### src/rtl/next_pc_stage_pkg.sv
// Shared types and helpers for the next-PC stage.
// Latency: n/a (types, constants and a combinational helper only).
// Backpressure: n/a.
package next_pc_stage_pkg;

  localparam int unsigned DEF_FETCH_WIDTH   = 2;
  localparam int unsigned DEF_PC_WIDTH      = 32;
  localparam int unsigned DEF_INSN_BYTES    = 4;
  localparam int unsigned DEF_SID_WIDTH     = 16;
  localparam int unsigned FETCH_GROUP_BYTES = DEF_FETCH_WIDTH * DEF_INSN_BYTES;

  typedef logic [DEF_PC_WIDTH-1:0]  pc_t;
  typedef logic [DEF_SID_WIDTH-1:0] sid_t;

  // Ordered so that a numerically larger value always wins.
  typedef enum logic [1:0] {
    PRIO_NONE    = 2'd0,
    PRIO_PRED    = 2'd1,
    PRIO_MISPRED = 2'd2,
    PRIO_RECOVER = 2'd3
  } redirect_prio_e;

  typedef enum logic [1:0] {
    ST_RESET,
    ST_WARMUP,
    ST_RUN,
    ST_HOLD
  } state_e;

  // PC of one lane inside an aligned fetch group.
  function automatic pc_t lane_pc(pc_t base, int unsigned lane, int unsigned insn_bytes);
    return base + pc_t'(lane * insn_bytes);
  endfunction

endpackage

### src/rtl/next_pc_stage_if.sv
// Control/redirect inputs and fetch-group outputs of the next-PC stage.
// Latency: n/a (wiring only).
// Backpressure: stall is the only flow control; outputs are held while it is high.
interface next_pc_stage_if #(
  parameter int unsigned FETCH_WIDTH = 2,
  parameter int unsigned PC_WIDTH    = 32,
  parameter int unsigned SID_WIDTH   = 16
);
  logic                                  stall;
  logic                                  clear;
  logic                                  recover_valid;
  logic [PC_WIDTH-1:0]                   recover_pc;
  logic                                  mispred_valid;
  logic [PC_WIDTH-1:0]                   mispred_pc;
  logic                                  pred_valid;
  logic [PC_WIDTH-1:0]                   pred_pc;
  logic [PC_WIDTH-1:0]                   fetch_pc;
  logic [FETCH_WIDTH-1:0]                out_valid;
  logic [FETCH_WIDTH-1:0][PC_WIDTH-1:0]  out_pc;
  logic [FETCH_WIDTH-1:0][SID_WIDTH-1:0] out_sid;

  // Controller / back-end side.
  modport master (
    output stall, clear, recover_valid, recover_pc, mispred_valid, mispred_pc,
           pred_valid, pred_pc,
    input  fetch_pc, out_valid, out_pc, out_sid
  );

  // The next-PC stage itself.
  modport slave (
    input  stall, clear, recover_valid, recover_pc, mispred_valid, mispred_pc,
           pred_valid, pred_pc,
    output fetch_pc, out_valid, out_pc, out_sid
  );
endinterface

### src/rtl/next_pc_redirect_latch.sv
// Remembers the highest-priority redirect seen while the stage is stalled.
// Latency: captured redirect is visible on pending/pending_pc the next cycle.
// Backpressure: captures only while stalled; drained on the first unstalled cycle.
module next_pc_redirect_latch
  import next_pc_stage_pkg::*;
#(
  parameter int unsigned PC_WIDTH = DEF_PC_WIDTH
) (
  input  logic                clk,
  input  logic                rst,
  input  logic                capture,
  input  logic                drain,
  input  redirect_prio_e      in_prio,
  input  logic [PC_WIDTH-1:0] in_pc,
  output logic                pending,
  output logic [PC_WIDTH-1:0] pending_pc
);

  redirect_prio_e      prio_q;
  logic [PC_WIDTH-1:0] pending_pc_q;

  // Equal-or-higher priority overwrites; a weaker redirect cannot displace a stronger one.
  always_ff @(posedge clk or posedge rst) begin
    if (rst) begin
      prio_q       <= PRIO_NONE;
      pending_pc_q <= '0;
    end else if (capture && (in_prio != PRIO_NONE) && (in_prio >= prio_q)) begin
      prio_q       <= in_prio;
      pending_pc_q <= in_pc;
    end else if (drain) begin
      prio_q       <= PRIO_NONE;
    end
  end

  assign pending    = (prio_q != PRIO_NONE);
  assign pending_pc = pending_pc_q;

endmodule

### src/rtl/next_pc_stage.sv
// Owns the fetch PC: picks the next group address and emits per-lane valid/PC/SID.
// Latency: a redirect at cycle t shows on fetch_pc at t+1 (or the cycle after stall drops).
// Backpressure: stall holds pc_q and suppresses lanes; redirects seen while stalled are kept pending.
module next_pc_stage
  import next_pc_stage_pkg::*;
#(
  parameter int unsigned         FETCH_WIDTH     = DEF_FETCH_WIDTH,
  parameter int unsigned         PC_WIDTH        = DEF_PC_WIDTH,
  parameter int unsigned         INSN_BYTE_WIDTH = DEF_INSN_BYTES,
  parameter logic [PC_WIDTH-1:0] RESET_PC        = 32'h0000_1000,
  parameter int unsigned         SID_WIDTH       = DEF_SID_WIDTH
) (
  input logic              clk,
  input logic              rst,
  next_pc_stage_if.slave   bus
);

  localparam int unsigned GROUP_BYTES = FETCH_WIDTH * INSN_BYTE_WIDTH;
  localparam int unsigned GROUP_LSB   = $clog2(GROUP_BYTES);
  localparam int unsigned INSN_LSB    = $clog2(INSN_BYTE_WIDTH);
  localparam int unsigned LANE_W      = GROUP_LSB - INSN_LSB;

  state_e                                state_q, state_d;
  logic [PC_WIDTH-1:0]                   pc_q, pc_d, base, seq_pc, in_pc, pending_pc;
  logic [LANE_W-1:0]                     lane_off;
  logic                                  running, redirect_now, advance, pending;
  redirect_prio_e                        in_prio;
  logic [FETCH_WIDTH-1:0]                lane_vld;
  logic [FETCH_WIDTH-1:0][SID_WIDTH-1:0] lane_sid;
  logic [SID_WIDTH-1:0]                  sid_q, sid_inc;

  assign base         = {pc_q[PC_WIDTH-1:GROUP_LSB], {GROUP_LSB{1'b0}}};
  assign seq_pc       = base + PC_WIDTH'(GROUP_BYTES);
  assign lane_off     = pc_q[GROUP_LSB-1:INSN_LSB];
  assign running      = (state_q == ST_RUN) || (state_q == ST_HOLD);
  assign redirect_now = bus.recover_valid | bus.mispred_valid;
  // WARMUP only lets a recovery through; everything else waits for RUN.
  assign advance      = !bus.stall &&
                        (running || ((state_q == ST_WARMUP) && bus.recover_valid));

  // State register.
  always_ff @(posedge clk or posedge rst) begin
    if (rst) state_q <= ST_RESET;
    else     state_q <= state_d;
  end

  // Next state: one warmup cycle after reset, then RUN/HOLD tracks stall.
  always_comb begin
    state_d = state_q;
    case (state_q)
      ST_RESET:                   state_d = ST_WARMUP;
      ST_WARMUP, ST_RUN, ST_HOLD: state_d = bus.stall ? ST_HOLD : ST_RUN;
      default:                    state_d = ST_RESET;
    endcase
  end

  // Strongest redirect presented this cycle, for the pending latch.
  always_comb begin
    in_prio = PRIO_NONE;
    in_pc   = bus.pred_pc;
    if (bus.recover_valid) begin
      in_prio = PRIO_RECOVER;
      in_pc   = bus.recover_pc;
    end else if (bus.mispred_valid) begin
      in_prio = PRIO_MISPRED;
      in_pc   = bus.mispred_pc;
    end else if (bus.pred_valid) begin
      in_prio = PRIO_PRED;
      in_pc   = bus.pred_pc;
    end
  end

  next_pc_redirect_latch #(.PC_WIDTH(PC_WIDTH)) u_latch (
    .clk        (clk),
    .rst        (rst),
    .capture    (bus.stall && (state_q != ST_RESET)),
    .drain      (!bus.stall && (state_q != ST_RESET)),
    .in_prio    (in_prio),
    .in_pc      (in_pc),
    .pending    (pending),
    .pending_pc (pending_pc)
  );

  // Next-PC select: live back-end redirects beat a remembered one, which beats prediction.
  always_comb begin
    pc_d = seq_pc;
    if      (bus.recover_valid) pc_d = bus.recover_pc;
    else if (bus.mispred_valid) pc_d = bus.mispred_pc;
    else if (pending)           pc_d = pending_pc;
    else if (bus.pred_valid)    pc_d = bus.pred_pc;
  end

  // Group PC register.
  always_ff @(posedge clk or posedge rst) begin
    if (rst)          pc_q <= RESET_PC;
    else if (advance) pc_q <= pc_d;
  end

  // Lane valids and serial IDs; invalid lanes do not consume an ID.
  always_comb begin
    lane_vld = '0;
    lane_sid = '0;
    sid_inc  = '0;
    for (int i = 0; i < FETCH_WIDTH; i++) begin
      lane_vld[i] = (LANE_W'(i) >= lane_off) && !bus.stall && !bus.clear &&
                    !redirect_now && running;
      lane_sid[i] = sid_q + sid_inc;
      sid_inc     = sid_inc + SID_WIDTH'(lane_vld[i]);
    end
  end

  // Serial-ID counter, wraps naturally.
  always_ff @(posedge clk or posedge rst) begin
    if (rst) sid_q <= '0;
    else     sid_q <= sid_q + sid_inc;
  end

  for (genvar i = 0; i < FETCH_WIDTH; i++) begin : g_lane
    assign bus.out_pc[i] = lane_pc(base, i, INSN_BYTE_WIDTH);
  end

  assign bus.fetch_pc  = pc_q;
  assign bus.out_valid = lane_vld;
  assign bus.out_sid   = lane_sid;

endmodule
### src/flat_wrapper.sv
// flat-port wrapper written by rule: the top's interface ports become plain ports
module next_pc_stage_flat import next_pc_stage_pkg::*;
#(
  parameter int unsigned         FETCH_WIDTH     = DEF_FETCH_WIDTH,
  parameter int unsigned         PC_WIDTH        = DEF_PC_WIDTH,
  parameter int unsigned         INSN_BYTE_WIDTH = DEF_INSN_BYTES,
  parameter logic [PC_WIDTH-1:0] RESET_PC        = 32'h0000_1000,
  parameter int unsigned         SID_WIDTH       = DEF_SID_WIDTH
)
  (clk, rst, bus_stall, bus_clear, bus_recover_valid, bus_recover_pc, bus_mispred_valid, bus_mispred_pc, bus_pred_valid, bus_pred_pc, bus_fetch_pc, bus_out_valid, bus_out_pc, bus_out_sid);
  next_pc_stage_if #(.FETCH_WIDTH(FETCH_WIDTH), .PC_WIDTH(PC_WIDTH), .SID_WIDTH(SID_WIDTH)) bus_i ();
  input logic clk;
  input logic rst;
  input wire logic [$bits(bus_i.stall)-1:0] bus_stall;
  input wire logic [$bits(bus_i.clear)-1:0] bus_clear;
  input wire logic [$bits(bus_i.recover_valid)-1:0] bus_recover_valid;
  input wire logic [$bits(bus_i.recover_pc)-1:0] bus_recover_pc;
  input wire logic [$bits(bus_i.mispred_valid)-1:0] bus_mispred_valid;
  input wire logic [$bits(bus_i.mispred_pc)-1:0] bus_mispred_pc;
  input wire logic [$bits(bus_i.pred_valid)-1:0] bus_pred_valid;
  input wire logic [$bits(bus_i.pred_pc)-1:0] bus_pred_pc;
  output wire logic [$bits(bus_i.fetch_pc)-1:0] bus_fetch_pc;
  output wire logic [$bits(bus_i.out_valid)-1:0] bus_out_valid;
  output wire logic [$bits(bus_i.out_pc)-1:0] bus_out_pc;
  output wire logic [$bits(bus_i.out_sid)-1:0] bus_out_sid;
  assign bus_i.stall = bus_stall;
  assign bus_i.clear = bus_clear;
  assign bus_i.recover_valid = bus_recover_valid;
  assign bus_i.recover_pc = bus_recover_pc;
  assign bus_i.mispred_valid = bus_mispred_valid;
  assign bus_i.mispred_pc = bus_mispred_pc;
  assign bus_i.pred_valid = bus_pred_valid;
  assign bus_i.pred_pc = bus_pred_pc;
  assign bus_fetch_pc = bus_i.fetch_pc;
  assign bus_out_valid = bus_i.out_valid;
  assign bus_out_pc = bus_i.out_pc;
  assign bus_out_sid = bus_i.out_sid;
  next_pc_stage #(.FETCH_WIDTH(FETCH_WIDTH), .PC_WIDTH(PC_WIDTH), .INSN_BYTE_WIDTH(INSN_BYTE_WIDTH), .RESET_PC(RESET_PC), .SID_WIDTH(SID_WIDTH)) u_core (.clk(clk), .rst(rst), .bus(bus_i));
endmodule
### config.mk
export PLATFORM = sky130hd
export DESIGN_NAME = next_pc_stage_flat
export DESIGN_NICKNAME = d
export VERILOG_FILES = /design/src/rtl/next_pc_stage_pkg.sv /design/src/rtl/next_pc_stage_if.sv /design/src/rtl/next_pc_redirect_latch.sv /design/src/rtl/next_pc_stage.sv /design/src/flat_wrapper.sv
export SDC_FILE = /design/constraint.sdc
export NUM_CORES = 1
export LEC_CHECK = 0
export CELL_PAD_IN_SITES_DETAIL_PLACEMENT = 0
export CELL_PAD_IN_SITES_GLOBAL_PLACEMENT = 1
export CORE_MARGIN = 2
export CORE_UTILIZATION = 40
export DETAILED_ROUTE_END_ITERATION = 16
export DONT_BUFFER_PORTS = 1
export PLACE_DENSITY_LB_ADDON = 0.1
export SLEW_MARGIN = 40
export SYNTH_ARGS = -nofsm -noshare
export SYNTH_HDL_FRONTEND = slang
export SYNTH_SLANG_ARGS = --single-unit
### constraint.sdc
create_clock -name clk -period 4.65 [get_ports clk]
set_input_delay 0.6975 -clock clk [delete_from_list [all_inputs] [get_ports clk]]
set_output_delay 0.6975 -clock clk [all_outputs]
set_load 0.05 [all_outputs]
==> results by group, run 1 <==
Run status
  • Status: completed

Place
  • Global placer's final weighted congestion: 0.792
  • HPWL after DPL: 12.2 mm
  • Port bufs: 0
  • Pre-CTS setup slack: 1110 ps

Timing
  • Setup ws final: 929 ps
  • Fmax: 269 MHz
  • Setup TNS: 0 ps
  • Max transition margin: 0.422
  • Clock Skew: 5.68 ps
  • Worst Tran Pin Value: 867 ps
  • Final setup viols: 0
  • Fin Hold WS: 269 ps
  • Post-layout min period: 3720 ps
  • Final slew viol count: 0
  • Period Utilization, post-route: 0.800
  • RSZ-0062 raised after global routing: no
  • Final Hold Fails: 0

Die
  • Die Span Y: 126 um
  • CORE AREA: 0.0145 mm^2
  • Ports: 233
  • Die Area: 0.0159 mm^2
  • Die Wd: 126 um
  • Initial Utilization: 0.409
  • Row cnt: 44

Detailed routing
  • Routed Antenna Nets: 0
  • DR iter-0 viols: 423
  • Vias: 5,046
  • Drt total wl: 17.7 mm
  • DRC Markers: 0
  • Avg Vias per Cell: 6.09
  • WL/cell: 21.4 um
  • Pre-antenna DRT Iters: 5

Clocking
  • H-tree depth: 3
  • # hold bufs at CTS: 0
  • Post-cts repair resize count: 0
  • Post-CTS setup buffers: 0
  • Root buf cell: clkbuf_16
  • TritonCTS buffer count: 9
  • Clk slew on worst S/H paths: 60 ps
  • Clk sinks: 84
  • CTS tree: built
  • Worst skew pair latency: 340 ps
  • Maximum buffer depth of the clock tree: 2

Layout
  • Final Net Count: 752
  • Area grow syn2layout: 4.40%
  • # diodes: 0
  • Share of cells above drive strength 1: 0.144
  • Util after Layout: 0.427

GRT
  • GR Util met3: 0.0633
  • M1 GR Usage: 0.312
  • Met2 Track Usage GR: 0.335
  • Largest net degree at the start of global routing: 82
  • Initial antenna violation count: 0
  • GRT Total Usage: 0.221
  • Busiest metal layer after global routing: met2
  • Number of global-route vias before repair: 4,799
  • First-pass GRT wire length: 28.0 mm
  • Aggregate global routing overflow: 0

Synth
  • Cell count after synthesis: 690
  • Netlist cell types: 58
  • Number of synthesized flops with an enable pin: 0
  • Ys flop type: dfrtp_1
  • Syn_area_per_cell: 8.62 um^2
  • Asr flop ratio synth: 1.00
  • Yosys top cell by area: dfrtp_1
  • Flops & latches, synth: 84
  • Synthesis Warnings: 0
  • Seq/Total Area, Yosys: 0.354
  • Main area contributors after synthesis: dfrtp_1 (35%), buf_4 (8.1%), a222oi_1 (7.6%), o21ai_0 (5.1%), nand2_1 (4.8%)
  • Netlist Area Pre-Place: 0.00594 mm^2
  • Synth top area share: 0.349

Critical path
  • Worst-path fanout max: 5
  • CP endpoint kind: primary output
  • Critical Path Start Type: flip-flop
  • Crit path DAT: 3020 ps
  • Critical path type: reg -> out
  • WP data required: 3950 ps

Hold path
  • Hold WC Path Type: in -> async

Pwr
  • Leakage: 2.55 nW
  • Power per cell area: 471 mW/mm^2
  • Peak supply drop: 0.175 mV

Flow run
  • Maxcap violations: 0
-- worst paths after layout --
path,startpoint,to,slack (ps),depth (start not counted)
setup / recovery,u_core.bus.fetch_pc[2],bus_out_sid[30],930,9
hold / removal,rst,u_core.sid_q[11],270,1
setup reg to reg,u_core.bus.fetch_pc[2],u_core.sid_q[14],1690,9
hold reg to reg,u_core.u_latch.pending_pc[2],u_core.u_latch.pending_pc[2],480,2
max in group asynchronous,rst,u_core.bus.fetch_pc[25],3550,2
min in group clk,u_core.u_latch.pending_pc[2],u_core.u_latch.pending_pc[2],480,2
-- stage by stage --
| step | instances | area (um^2) | total power [W] |
|---|---|---|---|
| global route | 829 | 6210 | 0.00308 |
| global placement | 811 | 5880 | 0.00222 |
| CTS | 827 | 6170 | 0.00294 |
| detailed placement | 811 | 5900 | 0.00224 |
| floorplan | 694 | 5970 | 0.00217 |
| finish | 829 | 6210 | 0.00292 |
-- placed cells by master (no fill, tap or decap), drive strengths merged, types with 3 or more instances in the layout --
cell | netlist | final
nand3 | 32 | 32
conb | 2 | 6
o21a | 4 | 4
nand4 | 15 | 15
mux2i | 6 | 6
nand3b | 5 | 5
a31o | 4 | 4
o311ai | 5 | 5
buf | 80 | 47
a31oi | 10 | 10
inv | 19 | 18
a311o | 3 | 3
clkinv | 0 | 3
and3 | 7 | 7
ha | 8 | 8
nor3 | 9 | 9
a311oi | 3 | 3
a222oi | 45 | 45
nand2b | 5 | 5
nor2 | 55 | 55
nand2 | 76 | 76
o21ai | 60 | 60
a221o | 7 | 7
clkbuf | 32 | 14
nor4 | 8 | 8
dfrtp | 83 | 83
o32a | 3 | 3
and2 | 4 | 4
a21o | 3 | 3
o211ai | 6 | 6
a211oi | 4 | 4
a21oi | 24 | 24
a221oi | 4 | 4
xor2 | 19 | 19
xnor2 | 23 | 23
-- final cells by class --
| type | instances | area [um^2] |
|---|---|---|
| Clock buffer | 14 | 264 |
| Clock inverter | 2 | 10.0 |
| Fill cell | 1445 | 8330 |
| Inverter | 19 | 76.3 |
| Multi-Input combinational cell | 479 | 3140 |
| Sequential cell | 84 | 2120 |
| Tap cell | 184 | 230 |
| Timing Repair Buffer | 47 | 369 |
-- state kept, by name (all words and copies together) (netlist names) --
| register | count |
|---|---|
| u_core.bus.fetch_pc | 32 |
| u_core.u_latch.pending_pc | 32 |
| u_core.sid_q | 16 |
| u_core.state_q | 2 |
| u_core.u_latch.prio_q | 2 |
-- critical path: stages, from the launching register on --
cell and delay, ps:
dfrtp_1 590, nor4_4 340, buf_4 240, ha_1 280
ha_1 300, nand2_1 100, nor3_1 280, nand3_1 140
xnor2_1 180, buf_4 220
-- synth_stat cells (3+ instances only) --
cell type	count
a31oi_1	10
nor3_1	9
a31o_2	3
a311oi_1	3
a21o_1	3
buf_4	64
clkbuf_1	32
a21oi_1	24
nand4_1	13
o21ai_0	60
buf_2	12
o311ai_0	5
and3_1	7
ha_1	8
nand2_1	76
a221o_1	7
nand3_1	30
nor4_1	5
inv_1	19
a222oi_1	45
and2_1	4
a311o_1	3
nor2_1	52
a221oi_1	4
xor2_1	19
dfrtp_1	83
nand3b_1	5
mux2i_1	6
o32a_1	3
nand2b_1	5
a211oi_1	4
o211ai_1	6
xnor2_1	23
o21a_1	4
-- where the power goes --
part           internal (W)  switching, W
registers          0.000881      0.000354
logic              0.000257      0.000741
clock network      0.000391      0.000301
-- layer usage --
layer | vias up | part of all wire | wire [um]
met5 | - | 0 | 0
met4 | 0 | 0.0098 | 174
met3 | 14 | 0.087 | 1550
met2 | 188 | 0.45 | 8000
met1 | 2461 | 0.45 | 8010
li1 | 2383 | - | -
-- logic make-up after synthesis --
family                     synth area share
and+or+nand+nor                       0.185
DFF                                   0.354
buffers and inverters                 0.128
muxes                                0.0120
AOI/OAI and AO/OA                     0.237
adders and majority gates            0.0202
other                               0.00126
xor gates and xnor gates             0.0619
Power figures use the tool's default switching activity.
==> run 2, diff against run 1 <==
==> constraint.sdc (replaced) <==
create_clock -name clk -period 3 [get_ports clk]
set_input_delay 0.45 -clock clk [delete_from_list [all_inputs] [get_ports clk]]
set_output_delay 0.45 -clock clk [all_outputs]
set_load 0.05 [all_outputs]
==> run 2 against run 1 <==
Effect of this change:
- global-route usage rose by 1.5 points
- hold slack worse by 240 ps
- sequential power grew 28%
- cell count is 3.6% higher
- clock power up 55%
==> results by group, run 2 (same netlist as run 1, synthesis figures left out) <==
Run status
  • Status: completed (unchanged)

Critical path
  • R2r setup slk: 360 ps (was 1690 ps)
  • Critical path type: reg -> out (unchanged)
  • Crit path launch: u_core.bus.fetch_pc[2] (unchanged)
  • Worst Setup EP: bus_out_sid[30] (unchanged)
  • Worst Path Buf+Inv: 1 (was 2)
  • Crit path largest cell delay: 430 ps (was 590 ps)
  • Crit. path cell count: 8 (was 9)
  • Cell with the largest stage delay on the worst path: nor4_4 (was dfrtp_1)
  • Crit-path cells: nor4_4 > ha_4 > ha_4 > nand2_4 > nor3_4 > nand3_2 > xnor2_4 > buf_12 (was nor4_4 > buf_4 > ha_1 > ha_1 > nand2_1 > nor3_1 > nand3_1 > xnor2_1 > buf_4)
  • Cell family with most CP delay: simple AND/OR/NAND/NOR gates (unchanged)
  • Reg2reg path depth: 8 (was 9)
  • WP data required: 2550 ps (was 3950 ps)
  • Worst-path fanout max: 5 (unchanged)
  • R2r startpoint: u_core.bus.fetch_pc[2] (unchanged)
  • Critical Path Most Common Cell: ha_4
  • Worst r2r dst: u_core.sid_q[14] (unchanged)
  • CP endpoint kind: primary output (unchanged)
  • Crit path DAT: 2420 ps (was 3020 ps)
  • Critical Path Start Type: flip-flop (unchanged)

Timing
  • Post-layout min period: 2870 ps
  • Max transition margin: 0.472 (was 0.422)
  • Final slew viol count: 0 (unchanged)
  • Final setup viols: 0 (unchanged)
  • Clock Skew: 7.94 ps (was 5.68 ps)
  • Final Hold Fails: 0 (unchanged)
  • Fin Hold WS: 27.7 ps (was 269 ps)
  • RSZ-0062 raised after global routing: no (unchanged)
  • Worst Tran Pin Value: 786 ps (was 867 ps)
  • Setup TNS: 0 ps (unchanged)
  • Fmax: 349 MHz
  • Period Utilization, post-route: 0.956

Hold path
  • Hold WC Path Type: in -> async (unchanged)

Layout
  • Leading cell type in the layout, fill and taps excluded: nand2_1 (unchanged)
  • # diodes: 0 (unchanged)
  • Area of the multi-input gates: 0.00338 mm^2 (was 0.00314 mm^2)
  • Commonest non-fill, non-tap cells in the layout: nand2_1 (75), dfrtp_1 (71), buf_4 (64), o21ai_0 (60), nor2_1 (48) (was nand2_1 (76), dfrtp_1 (74), o21ai_0 (60), nor2_1 (50))
  • Storage element area: 0.00212 mm^2 (about the same)
  • Final Net Count: 782 (was 752)
  • Area grow syn2layout: 14.7% (was 4.40%)
  • Fillers: 1,421 (was 1,445)
  • Share of cells above drive strength 1: 0.221 (was 0.144)

Clocking
  • H-tree depth: 3 (unchanged)
  • Root buf cell: clkbuf_16 (unchanged)
  • Worst skew pair latency: 360 ps (was 340 ps)
  • Clk sinks: 84 (unchanged)
  • # hold bufs at CTS: 0 (unchanged)
  • Clk slew on worst S/H paths: 70 ps (was 60 ps)
  • CTS tree: built (unchanged)
  • Maximum buffer depth of the clock tree: 2 (unchanged)
  • TritonCTS buffer count: 9 (unchanged)
  • Post-CTS setup buffers: 0 (unchanged)

Detailed routing
  • DR iter-0 viols: 451 (was 423)
  • WL/cell: 21.9 um (was 21.4 um)
  • Avg Vias per Cell: 6.10 (was 6.09)
  • Drt total wl: 18.8 mm (was 17.7 mm)
  • Pre-antenna DRT Iters: 7 (was 5)
  • Vias: 5,240 (was 5,046)
  • Routed Antenna Nets: 0 (unchanged)
  • DRC Markers: 0 (unchanged)

GRT
  • First-pass GRT wire length: 29.8 mm (was 28.0 mm)
  • GR Util met3: 0.0833 (was 0.0633)
  • Initial antenna violation count: 0 (unchanged)
  • Met2 Track Usage GR: 0.391 (was 0.335)
  • M1 GR Usage: 0.293 (was 0.312)
  • Largest net degree at the start of global routing: 82 (unchanged)
  • Number of global-route vias before repair: 5,314 (was 4,799)
  • Busiest metal layer after global routing: met2 (unchanged)
  • Aggregate global routing overflow: 0 (unchanged)
  • GRT Total Usage: 0.237 (was 0.221)

Place
  • Global placer's final weighted congestion: 0.838 (was 0.792)
  • HPWL after DPL: 13.5 mm (was 12.2 mm)
  • Port bufs: 0 (unchanged)

Pwr
  • Power per cell area: 693 mW/mm^2 (was 471 mW/mm^2)
  • Peak supply drop: 0.281 mV (was 0.175 mV)
  • Leakage: 2.83 nW (was 2.55 nW)

Flow run
  • Maxcap violations: 0 (unchanged)

Die
  • Die Wd: 126 um (unchanged)
  • Ports: 233 (unchanged)
  • Row cnt: 44 (unchanged)
  • CORE AREA: 0.0145 mm^2 (unchanged)
  • Initial Utilization: 0.409 (unchanged)
  • Die Span Y: 126 um (unchanged)
  • Die Area: 0.0159 mm^2 (unchanged)
-- run 2: layout make-up --
type                            instances  area share
Clock inverter                          5     0.00404
Timing Repair Buffer                   77       0.109
Clock buffer                           11      0.0356
Inverter                               19      0.0112
Multi-Input combinational cell        479       0.496
Sequential cell                        84       0.311
Tap cell                              184      0.0338
-- run 2: worst reg2reg max path, stage by stage, from the launching register on --
cell     delay, ps
dfrtp_1        400
nor4_4         430
ha_1           190
ha_1           160
inv_1           50
fa_1           460
nor4_1         530
nand3_1        160
xnor2_1        150
-- run 2: metrics by stage --
stage / setup WS [ps] / instances / total power (W) / cell area [um^2] / utilization
after detailed placement: 163 / 843 / 0.00366 / 6530 / 0.449
after global placement: 293 / 843 / 0.00363 / 6530 / 0.449
after floorplan: -465 / 694 / 0.00340 / 6240 / -
after CTS: 23.0 / 859 / 0.00474 / 6800 / 0.468
after global routing: 45.8 / 859 / 0.00497 / 6820 / 0.469
final: 132 / 859 / 0.00473 / 6820 / 0.469
-- run 2: timing repair --
item	4_1_cts	5_1_grt
resized for setup	0	2
setup endpoints to repair	0	1
hold endpoints to repair	0	0
-- run 2: where the power goes --
group          total [W]  internal [W]  switching [W]  leakage [nW]
Combinational    0.00208      0.000527        0.00156          1.66
Sequential       0.00157       0.00137       0.000198          1.03
Clock            0.00107      0.000579       0.000494         0.135
Total            0.00473       0.00248        0.00225          2.83
-- run 2: worst min path at each step --
stage | from | endpoint | slack [ps] | depth (start not counted)
floorplan | u_core.u_latch.pending_pc[2] | u_core.u_latch.pending_pc[2] | 440 | 2
global placement | u_core.u_latch.pending_pc[31] | u_core.u_latch.pending_pc[31] | 460 | 2
detailed placement | u_core.u_latch.pending_pc[2] | u_core.u_latch.pending_pc[2] | 470 | 2
CTS | rst | u_core.u_latch.pending_pc[23] | 160 | 1
global route | rst | u_core.u_latch.pending_pc[24] | 80 | 1
finish | rst | u_core.u_latch.pending_pc[23] | 30 | 1
-- run 2: metal layers --
metal | vias to the layer above | wire length (um)
li1 | 2453 | -
met1 | 2517 | 7420
met2 | 237 | 9050
met3 | 33 | 1940
met4 | 0 | 402
met5 | - | 0
==> run 3, diff against run 2 <==
--- a/config.mk
+++ b/config.mk
@@ -7,10 +7,10 @@
 export LEC_CHECK = 0
 export CELL_PAD_IN_SITES_DETAIL_PLACEMENT = 0
 export CELL_PAD_IN_SITES_GLOBAL_PLACEMENT = 1
-export CORE_MARGIN = 2
 export CORE_UTILIZATION = 40
 export DETAILED_ROUTE_END_ITERATION = 16
 export DONT_BUFFER_PORTS = 1
+export GPL_TIMING_DRIVEN = 0
 export PLACE_DENSITY_LB_ADDON = 0.1
 export SLEW_MARGIN = 40
 export SYNTH_ARGS = -nofsm -noshare
==> run 3 against run 2 <==
Effect of this change:
- sequential power increased by 30%
- critical path depth unchanged
- clock power about the same
- via count increased by 7.3%
- register-to-register slack got worse by 130 ps
==> results by group, run 3 (same netlist as run 1, synthesis figures left out) <==
Detailed routing
  • Avg Vias per Cell: 6.23 (was 6.10)
  • DRC Markers: 0 (unchanged)
  • Vias: 5,624 (was 5,240)
  • Drt total wl: 21.2 mm (was 18.8 mm)
  • WL/cell: 23.5 um (was 21.9 um)
  • Pre-antenna DRT Iters: 6 (was 7)
  • DR iter-0 viols: 554 (was 451)
  • Routed Antenna Nets: 0 (unchanged)

Clocking
  • Root buf cell: clkbuf_16 (unchanged)
  • TritonCTS buffer count: 9 (unchanged)
  • Clk slew on worst S/H paths: 60 ps (was 70 ps)
  • Worst skew pair latency: 350 ps (was 360 ps)
  • Maximum buffer depth of the clock tree: 2 (unchanged)
  • Clk sinks: 84 (unchanged)
  • H-tree depth: 3 (unchanged)
  • CTS tree: built (unchanged)

Layout
  • Util after Layout: 0.477 (was 0.469)
  • Area grow syn2layout: 16.6% (was 14.7%)
  • Commonest non-fill, non-tap cells in the layout: nand2_1 (75), dfrtp_1 (74), buf_4 (70), o21ai_0 (60), nor2_1 (48) (was nand2_1 (75), dfrtp_1 (71), buf_4 (64), o21ai_0 (60), nor2_1 (48))
  • Final Net Count: 826 (was 782)
  • # diodes: 0 (unchanged)
  • Share of cells above drive strength 1: 0.232 (was 0.221)
  • Leading cell type in the layout, fill and taps excluded: nand2_1 (unchanged)
  • Non-filler cells in the finished layout: 903 (was 859)

Die
  • Die Area: 0.0154 mm^2 (was 0.0159 mm^2)
  • Die Wd: 124 um (was 126 um)
  • CORE AREA: 0.0145 mm^2 (unchanged)
  • Row cnt: 44 (unchanged)
  • Initial Utilization: 0.409 (unchanged)
  • Die Span Y: 124 um (was 126 um)
  • Ports: 233 (unchanged)

Timing
  • Max transition margin: 0.456 (was 0.472)
  • Worst Tran Pin Value: 813 ps (was 786 ps)
  • RSZ-0062 raised after global routing: yes (was no)
  • Setup TNS: 0 ps (unchanged)
  • Final slew viol count: 0 (unchanged)
  • Fmax: 338 MHz (was 349 MHz)
  • Period Utilization, post-route: 0.986 (was 0.956)
  • Clock Skew: 7.06 ps (was 7.94 ps)
  • Final Hold Fails: 0 (unchanged)
  • Post-layout min period: 2960 ps (was 2870 ps)
  • Final setup viols: 0 (unchanged)

Critical path
  • WP data required: 2550 ps (about the same)
  • R2r startpoint: u_core.state_q[1] (was u_core.bus.fetch_pc[2])
  • Worst-path fanout max: 4 (was 5)
  • Cell with the largest stage delay on the worst path: dfrtp_2 (was nor4_4)
  • CP endpoint kind: primary output (unchanged)
  • Critical path type: reg -> out (unchanged)
  • Crit-path cells: nor4_4 > buf_6 > ha_4 > ha_4 > nand2_4 > nor3_4 > nand3_2 > xnor2_4 (was nor4_4 > ha_4 > ha_4 > nand2_4 > nor3_4 > nand3_2 > xnor2_4 > buf_12)
  • Worst r2r dst: u_core.sid_q[14] (unchanged)
  • Crit path largest cell delay: 530 ps (was 430 ps)
  • Reg2reg path depth: 9 (was 8)
  • Critical Path Start Type: flip-flop (unchanged)
  • Critical Path Most Common Cell: ha_4 (unchanged)
  • Crit path DAT: 2510 ps (was 2420 ps)
  • R2r setup slk: 230 ps (was 360 ps)

GRT
  • Aggregate global routing overflow: 0 (unchanged)
  • First-pass GRT wire length: 31.4 mm (was 29.8 mm)
  • Initial antenna violation count: 0 (unchanged)
  • Largest net degree at the start of global routing: 55 (was 82)
  • GRT Total Usage: 0.279 (was 0.237)
  • Number of global-route vias before repair: 5,524 (was 5,314)

Flow run
  • Maxcap violations: 0 (unchanged)

Place
  • Port bufs: 0 (unchanged)
  • Global placer's final weighted congestion: 0.833 (was 0.838)
  • HPWL after DPL: 15.5 mm (was 13.5 mm)
  • DP Cell Count: 881 (was 843)

Run status
  • Status: completed (unchanged)

Pwr
  • Peak supply drop: 0.283 mV (was 0.281 mV)
  • Power per cell area: 689 mW/mm^2 (was 693 mW/mm^2)
  • Leakage: 2.93 nW (was 2.83 nW)
  • Total power: 0.00478 W (was 0.00473 W)

Hold path
  • Hold WC Path Type: in -> reg (was in -> async)
  • Hold path cells: 1
  • Hold_sp: bus_stall
  • WHS Endpoint: u_core.state_q[0]
==> run 3: changes by cell type in the layout (fill, tap and decap cells not counted), moves of 2 or more <==
cell      change
clkbuf_1     +23
buf_12       -13
buf_2         +9
clkbuf_2      +9
buf_4         +6
buf_6         +5
dfrtp_2       -5
dfrtp_1       +3
buf_1         +2
dfrtp_4       +2
==> run 3: worst max-delay path by stage <==
stage	slack, ps	startpoint	cells after the start	end
after global placement	-890	rst	1	u_core.bus.fetch_pc[13]
final	40	u_core.bus.fetch_pc[2]	8	bus_out_sid[30]
after CTS	-30	u_core.state_q[1]	9	u_core.sid_q[14]
after global routing	-110	u_core.bus.fetch_pc[2]	8	bus_out_sid[30]
after floorplan	-470	bus_mispred_valid	11	bus_out_sid[30]
after detailed placement	-600	bus_mispred_valid	12	u_core.sid_q[14]
==> run 3: report_power, final <==
| group | switching (W) | total (W) | internal, W | leakage, nW |
|---|---|---|---|---|
| clock | 0.000487 | 0.00107 | 0.000579 | 0.135 |
| sequential | 0.000681 | 0.00204 | 0.00136 | 1.03 |
| combinational | 0.00113 | 0.00167 | 0.000536 | 1.76 |
| total | 0.00230 | 0.00478 | 0.00248 | 2.93 |
==> run 3: timing repair <==
item	CTS	global route
resized for setup	9	24
pin swaps	5	5
endpoints found under the hold margin	30	0
setup endpoints to repair	40	39
buffers inserted	5	1
hold buffers	1	0
==> run 3: metal layers <==
metal | global-route usage | up-vias | wire (um)
met4 | 0.0967 | 0 | 496
met1 | 0.348 | 2744 | 8440
met3 | 0.0701 | 30 | 2220
met5 | 0 | - | 0
li1 | - | 2534 | -
met2 | 0.466 | 316 | 10000
==> run 3: worst max-delay path: cells and delay by family (launching register included) <==
family | cells | cell delay [ps]
simple gates | 4 | 720
xor+xnor | 1 | 430
fa+ha+maj | 2 | 310
buf+inv | 1 | 160
flops | 1 | 530
==> run 3: through the flow <==
| stage | setup slack [ps] | hold WS, ps | instance area [um^2] |
|---|---|---|---|
| floorplan | -465 | 444 | 6240 |
| global placement | -895 | 462 | 6470 |
| detailed placement | -596 | 313 | 6550 |
| CTS | -34.8 | 241 | 6890 |
| global route | -106 | 260 | 6930 |
| finish | 42.4 | 247 | 6930 |
==> run 3: layout make-up <==
cell class                 instances  area, um^2
fill                            1389        7600
multi-input combinational        479        3420
sequential                        84        2120
inverter                          19        76.3
tap                              184         230
buffer                           111         713
timing repair buffer              10         105
clock inverter                     5        27.5
clock buffer                      11         243
